===== src/rtl/ahb_ic_pkg.sv =====
// ---------------------------------------------------------------------------
// ahb_ic_pkg
//   Shared types and constants for the AHB-Lite single-master interconnect.
//   - htrans_t     : AHB transfer type encoding
//   - HRESP_*      : response encodings
//   - err_state_t  : states of the built-in default (error) slave
//   - dsel_t       : data-phase select register encoding. Codes 0..15 name a
//                    real slave; DSEL_NONE and DSEL_DEFAULT sit just above the
//                    largest possible slave index so they never collide.
// ---------------------------------------------------------------------------
package ahb_ic_pkg;

  typedef enum logic [1:0] {
    HTRANS_IDLE   = 2'b00,
    HTRANS_BUSY   = 2'b01,
    HTRANS_NONSEQ = 2'b10,
    HTRANS_SEQ    = 2'b11
  } htrans_t;

  localparam logic HRESP_OKAY  = 1'b0;
  localparam logic HRESP_ERROR = 1'b1;

  typedef enum logic [1:0] {
    ERR_IDLE = 2'd0,
    ERR_ERR1 = 2'd1,
    ERR_ERR2 = 2'd2
  } err_state_t;

  localparam int MAX_SLAVES = 16;
  localparam int DSEL_W     = 5;

  typedef logic [DSEL_W-1:0] dsel_t;

  localparam dsel_t DSEL_NONE    = dsel_t'(MAX_SLAVES);
  localparam dsel_t DSEL_DEFAULT = dsel_t'(MAX_SLAVES + 1);

  // Only NONSEQ and SEQ carry a real transfer; IDLE and BUSY get a
  // zero-wait OKAY from whoever is in the data phase.
  function automatic logic is_active_transfer(input htrans_t t);
    return (t == HTRANS_NONSEQ) || (t == HTRANS_SEQ);
  endfunction

endpackage


===== src/rtl/ahb_lite_interconnect_default_slave.sv =====
// ---------------------------------------------------------------------------
// ahb_default_slave
//   Built-in error responder. A one-cycle trigger (address landed in an
//   unmapped region, or a slave timed out) starts the standard two-cycle AHB
//   ERROR response. Each completed ERROR bumps a saturating 8-bit counter.
// Ports
//   hclk       in   bus clock
//   hresetn    in   async active-low reset
//   trigger    in   start an ERROR sequence at the next edge
//   active     out  FSM is in ERR1/ERR2 and owns the data phase
//   hready     out  data-phase HREADY while active
//   hresp      out  data-phase HRESP while active
//   err_count  out  saturating count of generated ERROR responses
// ---------------------------------------------------------------------------
module ahb_default_slave
  import ahb_ic_pkg::*;
(
  input  logic       hclk,
  input  logic       hresetn,
  input  logic       trigger,
  output logic       active,
  output logic       hready,
  output logic       hresp,
  output logic [7:0] err_count
);

  err_state_t state;
  err_state_t state_next;

  // State register for the ERROR sequencer.
  always_ff @(posedge hclk or negedge hresetn) begin
    if (!hresetn) begin
      state <= ERR_IDLE;
    end else begin
      state <= state_next;
    end
  end

  // ERR2 drives HREADY high, so the master may issue its next address there;
  // if that address is unmapped again we chain straight into a fresh ERR1.
  always_comb begin
    state_next = state;
    unique case (state)
      ERR_IDLE: if (trigger) state_next = ERR_ERR1;
      ERR_ERR1: state_next = ERR_ERR2;
      ERR_ERR2: state_next = trigger ? ERR_ERR1 : ERR_IDLE;
      default:  state_next = ERR_IDLE;
    endcase
  end

  // Outputs depend on state only, so the trigger (itself derived from
  // HREADY) never loops back combinationally into HREADY.
  assign active = (state != ERR_IDLE);
  assign hready = (state != ERR_ERR1);
  assign hresp  = (state == ERR_IDLE) ? HRESP_OKAY : HRESP_ERROR;

  // One count per completed ERROR, taken in its final cycle; sticks at 255.
  always_ff @(posedge hclk or negedge hresetn) begin
    if (!hresetn) begin
      err_count <= 8'd0;
    end else if (state == ERR_ERR2 && err_count != 8'hFF) begin
      err_count <= err_count + 8'd1;
    end
  end

endmodule


===== src/rtl/ahb_lite_interconnect.sv =====
// ---------------------------------------------------------------------------
// ahb_lite_interconnect
//   Single-master AHB-Lite interconnect: region decoder, data-phase response
//   mux, built-in default slave for unmapped regions and a wait-state
//   watchdog that turns a hung slave into an ERROR response.
// Parameters
//   NUM_SLAVES      attached slaves (1..16); region i selects slave i
//   ADDR_WIDTH      HADDR width
//   DATA_WIDTH      read data width
//   REGION_LSB      region index = HADDR[ADDR_WIDTH-1:REGION_LSB]
//   TIMEOUT_CYCLES  wait cycles tolerated per data phase; 0 disables
// Ports
//   HCLK, HRESETn   clock and async active-low reset
//   HADDR, HTRANS   master address phase
//   HSEL            one-hot slave select (address phase, follows HADDR)
//   HREADYOUT_S     per-slave ready
//   HRESP_S         per-slave response
//   HRDATA_S        packed per-slave read data, slave i at [i*DATA_WIDTH +: DATA_WIDTH]
//   HREADY, HRESP, HRDATA  muxed data-phase response to the master
//   irq_clr         clears timeout_irq
//   timeout_irq     sticky flag: a slave timed out
//   err_count       saturating count of interconnect-generated ERRORs
// ---------------------------------------------------------------------------
module ahb_lite_interconnect
  import ahb_ic_pkg::*;
#(
  parameter int NUM_SLAVES     = 4,
  parameter int ADDR_WIDTH     = 32,
  parameter int DATA_WIDTH     = 32,
  parameter int REGION_LSB     = 28,
  parameter int TIMEOUT_CYCLES = 256
) (
  input  logic                           HCLK,
  input  logic                           HRESETn,
  input  logic [ADDR_WIDTH-1:0]          HADDR,
  input  logic [1:0]                     HTRANS,
  output logic [NUM_SLAVES-1:0]          HSEL,
  input  logic [NUM_SLAVES-1:0]          HREADYOUT_S,
  input  logic [NUM_SLAVES-1:0]          HRESP_S,
  input  logic [NUM_SLAVES*DATA_WIDTH-1:0] HRDATA_S,
  output logic                           HREADY,
  output logic                           HRESP,
  output logic [DATA_WIDTH-1:0]          HRDATA,
  input  logic                           irq_clr,
  output logic                           timeout_irq,
  output logic [7:0]                     err_count
);

  localparam int IDX_W     = ADDR_WIDTH - REGION_LSB;
  localparam int IDX_EXT_W = IDX_W + 1;
  localparam int TCNT_W    = (TIMEOUT_CYCLES > 1) ? $clog2(TIMEOUT_CYCLES) : 1;
  localparam logic [TCNT_W-1:0] TCNT_LAST =
    TCNT_W'((TIMEOUT_CYCLES > 0) ? TIMEOUT_CYCLES - 1 : 0);

  // ---------------- address-phase decode ----------------
  logic [IDX_W-1:0]      region_idx;
  logic                  region_hit;
  dsel_t                 target;
  logic [NUM_SLAVES-1:0] hsel_dec;
  htrans_t               htrans_cur;
  logic                  transfer_req;
  logic                  addr_unused;

  assign region_idx   = HADDR[ADDR_WIDTH-1:REGION_LSB];
  // Extra MSB so the compare still works when NUM_SLAVES == 2**IDX_W.
  assign region_hit   = {1'b0, region_idx} < IDX_EXT_W'(NUM_SLAVES);
  assign target       = region_hit ? dsel_t'(region_idx) : DSEL_DEFAULT;
  assign htrans_cur   = htrans_t'(HTRANS);
  assign transfer_req = is_active_transfer(htrans_cur);
  assign addr_unused  = ^HADDR[REGION_LSB-1:0];

  // One-hot select straight from the address; HTRANS does not gate it,
  // slaves qualify HSEL with HTRANS themselves.
  always_comb begin
    hsel_dec = '0;
    for (int i = 0; i < NUM_SLAVES; i++) begin
      if (target == dsel_t'(i)) hsel_dec[i] = 1'b1;
    end
  end

  assign HSEL = hsel_dec;

  // ---------------- data-phase select ----------------
  dsel_t                 dsel;
  logic                  hready_int;
  logic                  hresp_int;
  logic [DATA_WIDTH-1:0] hrdata_int;
  logic                  dsel_is_slave;
  logic                  sel_ready;
  logic                  sel_resp;
  logic [DATA_WIDTH-1:0] sel_rdata;

  // The address phase is accepted whenever HREADY is high; idle/busy
  // cycles park the data phase on NONE.
  always_ff @(posedge HCLK or negedge HRESETn) begin
    if (!HRESETn) begin
      dsel <= DSEL_NONE;
    end else if (hready_int) begin
      dsel <= transfer_req ? target : DSEL_NONE;
    end
  end

  assign dsel_is_slave = dsel < dsel_t'(NUM_SLAVES);

  // Pick the outputs of the slave that owns the current data phase.
  always_comb begin
    sel_ready = 1'b1;
    sel_resp  = HRESP_OKAY;
    sel_rdata = '0;
    for (int i = 0; i < NUM_SLAVES; i++) begin
      if (dsel == dsel_t'(i)) begin
        sel_ready = HREADYOUT_S[i];
        sel_resp  = HRESP_S[i];
        sel_rdata = HRDATA_S[i*DATA_WIDTH +: DATA_WIDTH];
      end
    end
  end

  // ---------------- default slave / error sequencer ----------------
  logic default_trigger;
  logic timeout_fire;
  logic err_active;
  logic err_hready;
  logic err_hresp;

  // Unmapped transfer is flagged in its address phase so ERR1 lines up with
  // the first data-phase cycle.
  assign default_trigger = hready_int && transfer_req && !region_hit;

  ahb_default_slave u_default_slave (
    .hclk      (HCLK),
    .hresetn   (HRESETn),
    .trigger   (default_trigger || timeout_fire),
    .active    (err_active),
    .hready    (err_hready),
    .hresp     (err_hresp),
    .err_count (err_count)
  );

  // While the error sequencer runs it owns the bus; a late HREADYOUT from a
  // hung slave is ignored.
  always_comb begin
    hready_int = 1'b1;
    hresp_int  = HRESP_OKAY;
    hrdata_int = '0;
    if (err_active) begin
      hready_int = err_hready;
      hresp_int  = err_hresp;
    end else if (dsel_is_slave) begin
      hready_int = sel_ready;
      hresp_int  = sel_resp;
      hrdata_int = sel_rdata;
    end
  end

  assign HREADY = hready_int;
  assign HRESP  = hresp_int;
  assign HRDATA = hrdata_int;

  // ---------------- hung-slave watchdog ----------------
  logic [TCNT_W-1:0] tcnt;
  logic              slave_waiting;

  assign slave_waiting = dsel_is_slave && !err_active && !sel_ready;
  // tcnt counts completed wait cycles, so reaching the last value while the
  // slave is still low means it has stalled for TIMEOUT_CYCLES cycles.
  assign timeout_fire  = (TIMEOUT_CYCLES != 0) && slave_waiting && (tcnt == TCNT_LAST);

  // Restart the count on every accepted address; hold it once it fires so
  // it cannot wrap while the error response plays out.
  always_ff @(posedge HCLK or negedge HRESETn) begin
    if (!HRESETn) begin
      tcnt <= '0;
    end else if (hready_int) begin
      tcnt <= '0;
    end else if (slave_waiting && !timeout_fire) begin
      tcnt <= tcnt + TCNT_W'(1);
    end
  end

  // Sticky interrupt; a new timeout wins over a simultaneous clear.
  always_ff @(posedge HCLK or negedge HRESETn) begin
    if (!HRESETn) begin
      timeout_irq <= 1'b0;
    end else if (timeout_fire) begin
      timeout_irq <= 1'b1;
    end else if (irq_clr) begin
      timeout_irq <= 1'b0;
    end
  end

endmodule


===== config.mk =====
export PLATFORM = sky130hd
export DESIGN_NAME = ahb_lite_interconnect
export DESIGN_NICKNAME = d
export VERILOG_FILES = /design/src/rtl/ahb_ic_pkg.sv /design/src/rtl/ahb_lite_interconnect_default_slave.sv /design/src/rtl/ahb_lite_interconnect.sv
export SDC_FILE = /design/constraint.sdc
export NUM_CORES = 1
export LEC_CHECK = 0
export CORE_ASPECT_RATIO = 0.75
export CORE_MARGIN = 2
export CORE_UTILIZATION = 33
export CTS_CLUSTER_DIAMETER = 150
export CTS_CLUSTER_SIZE = 40
export DETAILED_ROUTE_END_ITERATION = 10
export GPL_ROUTABILITY_DRIVEN = 0
export HOLD_SLACK_MARGIN = 0.06
export MAX_ROUTING_LAYER = met4
export PLACE_DENSITY_LB_ADDON = 0.05
export SETUP_SLACK_MARGIN = 0.05
export SYNTH_ARGS = -nofsm -noshare
export SYNTH_HDL_FRONTEND = slang
export SYNTH_SLANG_ARGS = --single-unit

===== constraint.sdc =====
create_clock -name HCLK -period 6.45 [get_ports HCLK]
set_input_delay 1.935 -clock HCLK [delete_from_list [all_inputs] [get_ports HCLK]]
set_output_delay 1.935 -clock HCLK [all_outputs]
set_load 0.02 [all_outputs]

==> run metrics <==
status=completed; Post-Syn Area per Cell=8.73 µm²; IO Port Bufs=190; number of global-route vias before repair=2853; Rows=26; Slew Limit Fails=0; R2R cell count=4; worst-case clock buffer depth=2; count leader, synth=a211oi_1; number of synthesized flops with an enable pin=0; Peak supply drop=0.259 mV; Die Y=76.9 µm; vias per cell=5.34; startpoint types=primary input; Sum Neg Setup Slack=0 ns; share of layout cells above drive strength 1=0.0854; area of the multi-input gates=0.00162 mm²; Die Wd=101 µm; endpoint class of the critical path=output pin; gr ovfl total=0; P_leak=0.00158 µW; Skew-Pair Late Insertion Delay=0.27 ns; htree depth=1; post-synth net total=443; multiplexer share of the synthesized area=0.189; sequential fraction of the synthesis area=0.257; Synth cell types=47; Initial DRC Count=127; required time worst endpoint=4.51 ns; Clock Sinks=24; Synth Register Bits=24; Total Routed Length=8780 µm; Setup Fix Bufs, Post-CTS=0; final antenna diode count=0; CP max FO=1; PwrDens=139 mW/mm²; xor and xnor area share after synthesis=0.0262; register area=603 µm²; critical path arrival=3.64 ns; hold path cells=1; hold buffer count at CTS=0; largest area contributor in the netlist=dfrtp_1; first-pass GRT wire length=13800 µm; post-synthesis compound-gate area fraction=0.221; Post-Synth Adder-Cell Area=0.0107; final number of hold-violating endpoints=0; via count=2823; Syn-to-layout area delta=84.8%; Root Buffer=clkbuf_8; clk_skew=0.00172 ns; Area contributors post-synth=dfrtp_1, a211oi_1, mux2_2, mux2i_1, nor2b_1; Initial DRT Pass Iterations=4; Post-synth top cells=a211oi_1, dfrtp_1, nor2_1; Setup CP Type=primary input to output pin; fmax=179 MHz; synth warn=0; GRT Overall Usage=0.225; Async SR Flop Fraction=1.00; final antenna-violating net count=0; total die area=0.00778 mm²; setup violators final=0; Most used DFF post-synth=dfrtp_1; largest net degree at the start of global routing=41; post-synth top area share=0.246; CTS tree=done; largest family of logic cells by synthesized area=simple AND/OR/NAND/NOR gates; initial antenna violation count=0; initial core utilization=0.342; Top Family by Delay on Critical Path=buffers and inverters; Worst path depth=5; Max transition margin=0.262; max-cap violation count=0; register clock-pin slew on the reported worst setup and hold paths=0.08 ns; DP HPWL=6850 µm; worst-margin pin slew=1.10 ns; WL per Instance=16.6 µm; Ports=220; total CTS buffers=3; ratio of final minimum period to clock period=0.865; Simple-Gate Fraction of Synth Area=0.244; post-CTS sizing=0; worst path buffer plus inverter count=2; unrepaired setup endpoints after global routing=false; fin crit period=5.58 ns; slowest CP cell=clkdlybuf4s50_1; Fill cells=624; Gate Count Post-Synth=268; Critical Path Max Stage Delay=0.69 ns; Tot Pwr=602 µW; worst-path cell chain=clkdlybuf4s50_1 > nor2b_1 > a211oi_1 > a211oi_1 > clkdlybuf4s50_1; Worst Hold Class=flip-flop to flip-flop; DRC=0; # nets final=621; core area=0.00683 mm²; mapped cell area=0.00234 mm²
-- per-layer routing --
| metal | global-route usage | share of wire | vias to the layer above | routed length, µm |
|---|---|---|---|---|
| li1 | - | - | 1386 | - |
| met4 | 0.0351 | 0.011 | 0 | 98 |
| met2 | 0.387 | 0.48 | 125 | 4240 |
| met5 | - | 0 | - | 0 |
| met3 | 0.0419 | 0.077 | 10 | 673 |
| met1 | 0.280 | 0.43 | 1302 | 3770 |
-- area by class of cell --
cell class / instances / share of cell area
Clock buffer: 4 / 0.0127
Timing Repair Buffer: 194 / 0.447
Multi-Input combinational cell: 220 / 0.374
Inverter: 3 / 0.00261
Tap cell: 84 / 0.0243
Sequential cell: 24 / 0.140
-- layout by cell type (no fill, tap or decap), types with 4 or more instances in the layout --
master and instances:
nor3_1 17, o21ai_0 5, a211oi_1 32, clkbuf_8 4, and3_1 8, o22ai_1 15
clkdlybuf4s50_1 190, dfrtp_1 22, or4_1 4, mux2_2 18, nand3_1 6, mux2i_1 18
a21oi_1 5, nand2_1 11, nor2b_1 19, nor2_1 20, xnor2_1 6, buf_4 4
nand4_1 4
-- metrics by stage --
stage	area, µm²	setup WS, ns	hold slack, ns	utilization	std cells
after detailed placement	4270	0.888	0.470	0.625	525
after global routing	4320	0.800	0.504	0.633	529
after CTS	4320	0.880	0.484	0.633	529
after global placement	4270	0.884	0.469	0.625	525
after floorplan	2340	1.76	0.427	-	268
final	4320	0.872	0.483	0.633	529
-- kinds of logic (layout without fill, tap and decap cells) --
group / after synthesis / count (layout)
flip-flops: 24 / 24
XOR/XNOR: 7 / 7
AND/OR/NAND/NOR: 101 / 101
AO/OA/AOI/OAI: 71 / 71
multiplexers: 39 / 39
adder cells (fa/ha/maj): 2 / 2
buffers and inverters: 24 / 201
-- power breakdown --
| group | switching, µW | internal, µW |
|---|---|---|
| sequential | 32.9 | 170 |
| clock | 48.6 | 54.5 |
| combinational | 119 | 177 |
-- registers in the layout, summed over array words and instances, names as in the netlist --
name / flops
tcnt: 8
timeout_irq: 1
dsel: 5
u_default_slave.state: 2
u_default_slave.err_count: 8
-- final timing paths --
kind,start,slack [ns],endpoint
worst min register to register,u_default_slave.state[1]$_DFFE_PN0P_,0.48,u_default_slave.state[1]$_DFFE_PN0P_
worst max-delay path,HRDATA_S[76],0.87,HRDATA[12]
max in group asynchronous,HRESETn,3.46,dsel[0]$_DFFE_PN0N_
worst max register to register,dsel[0]$_DFFE_PN0N_,3.88,u_default_slave.state[0]$_DFFE_PN0P_
min in group asynchronous,HRESETn,2.26,u_default_slave.state[1]$_DFFE_PN0P_
worst min-delay path,u_default_slave.state[1]$_DFFE_PN0P_,0.48,u_default_slave.state[1]$_DFFE_PN0P_
Note: power is estimated with default switching activity, not from simulation.
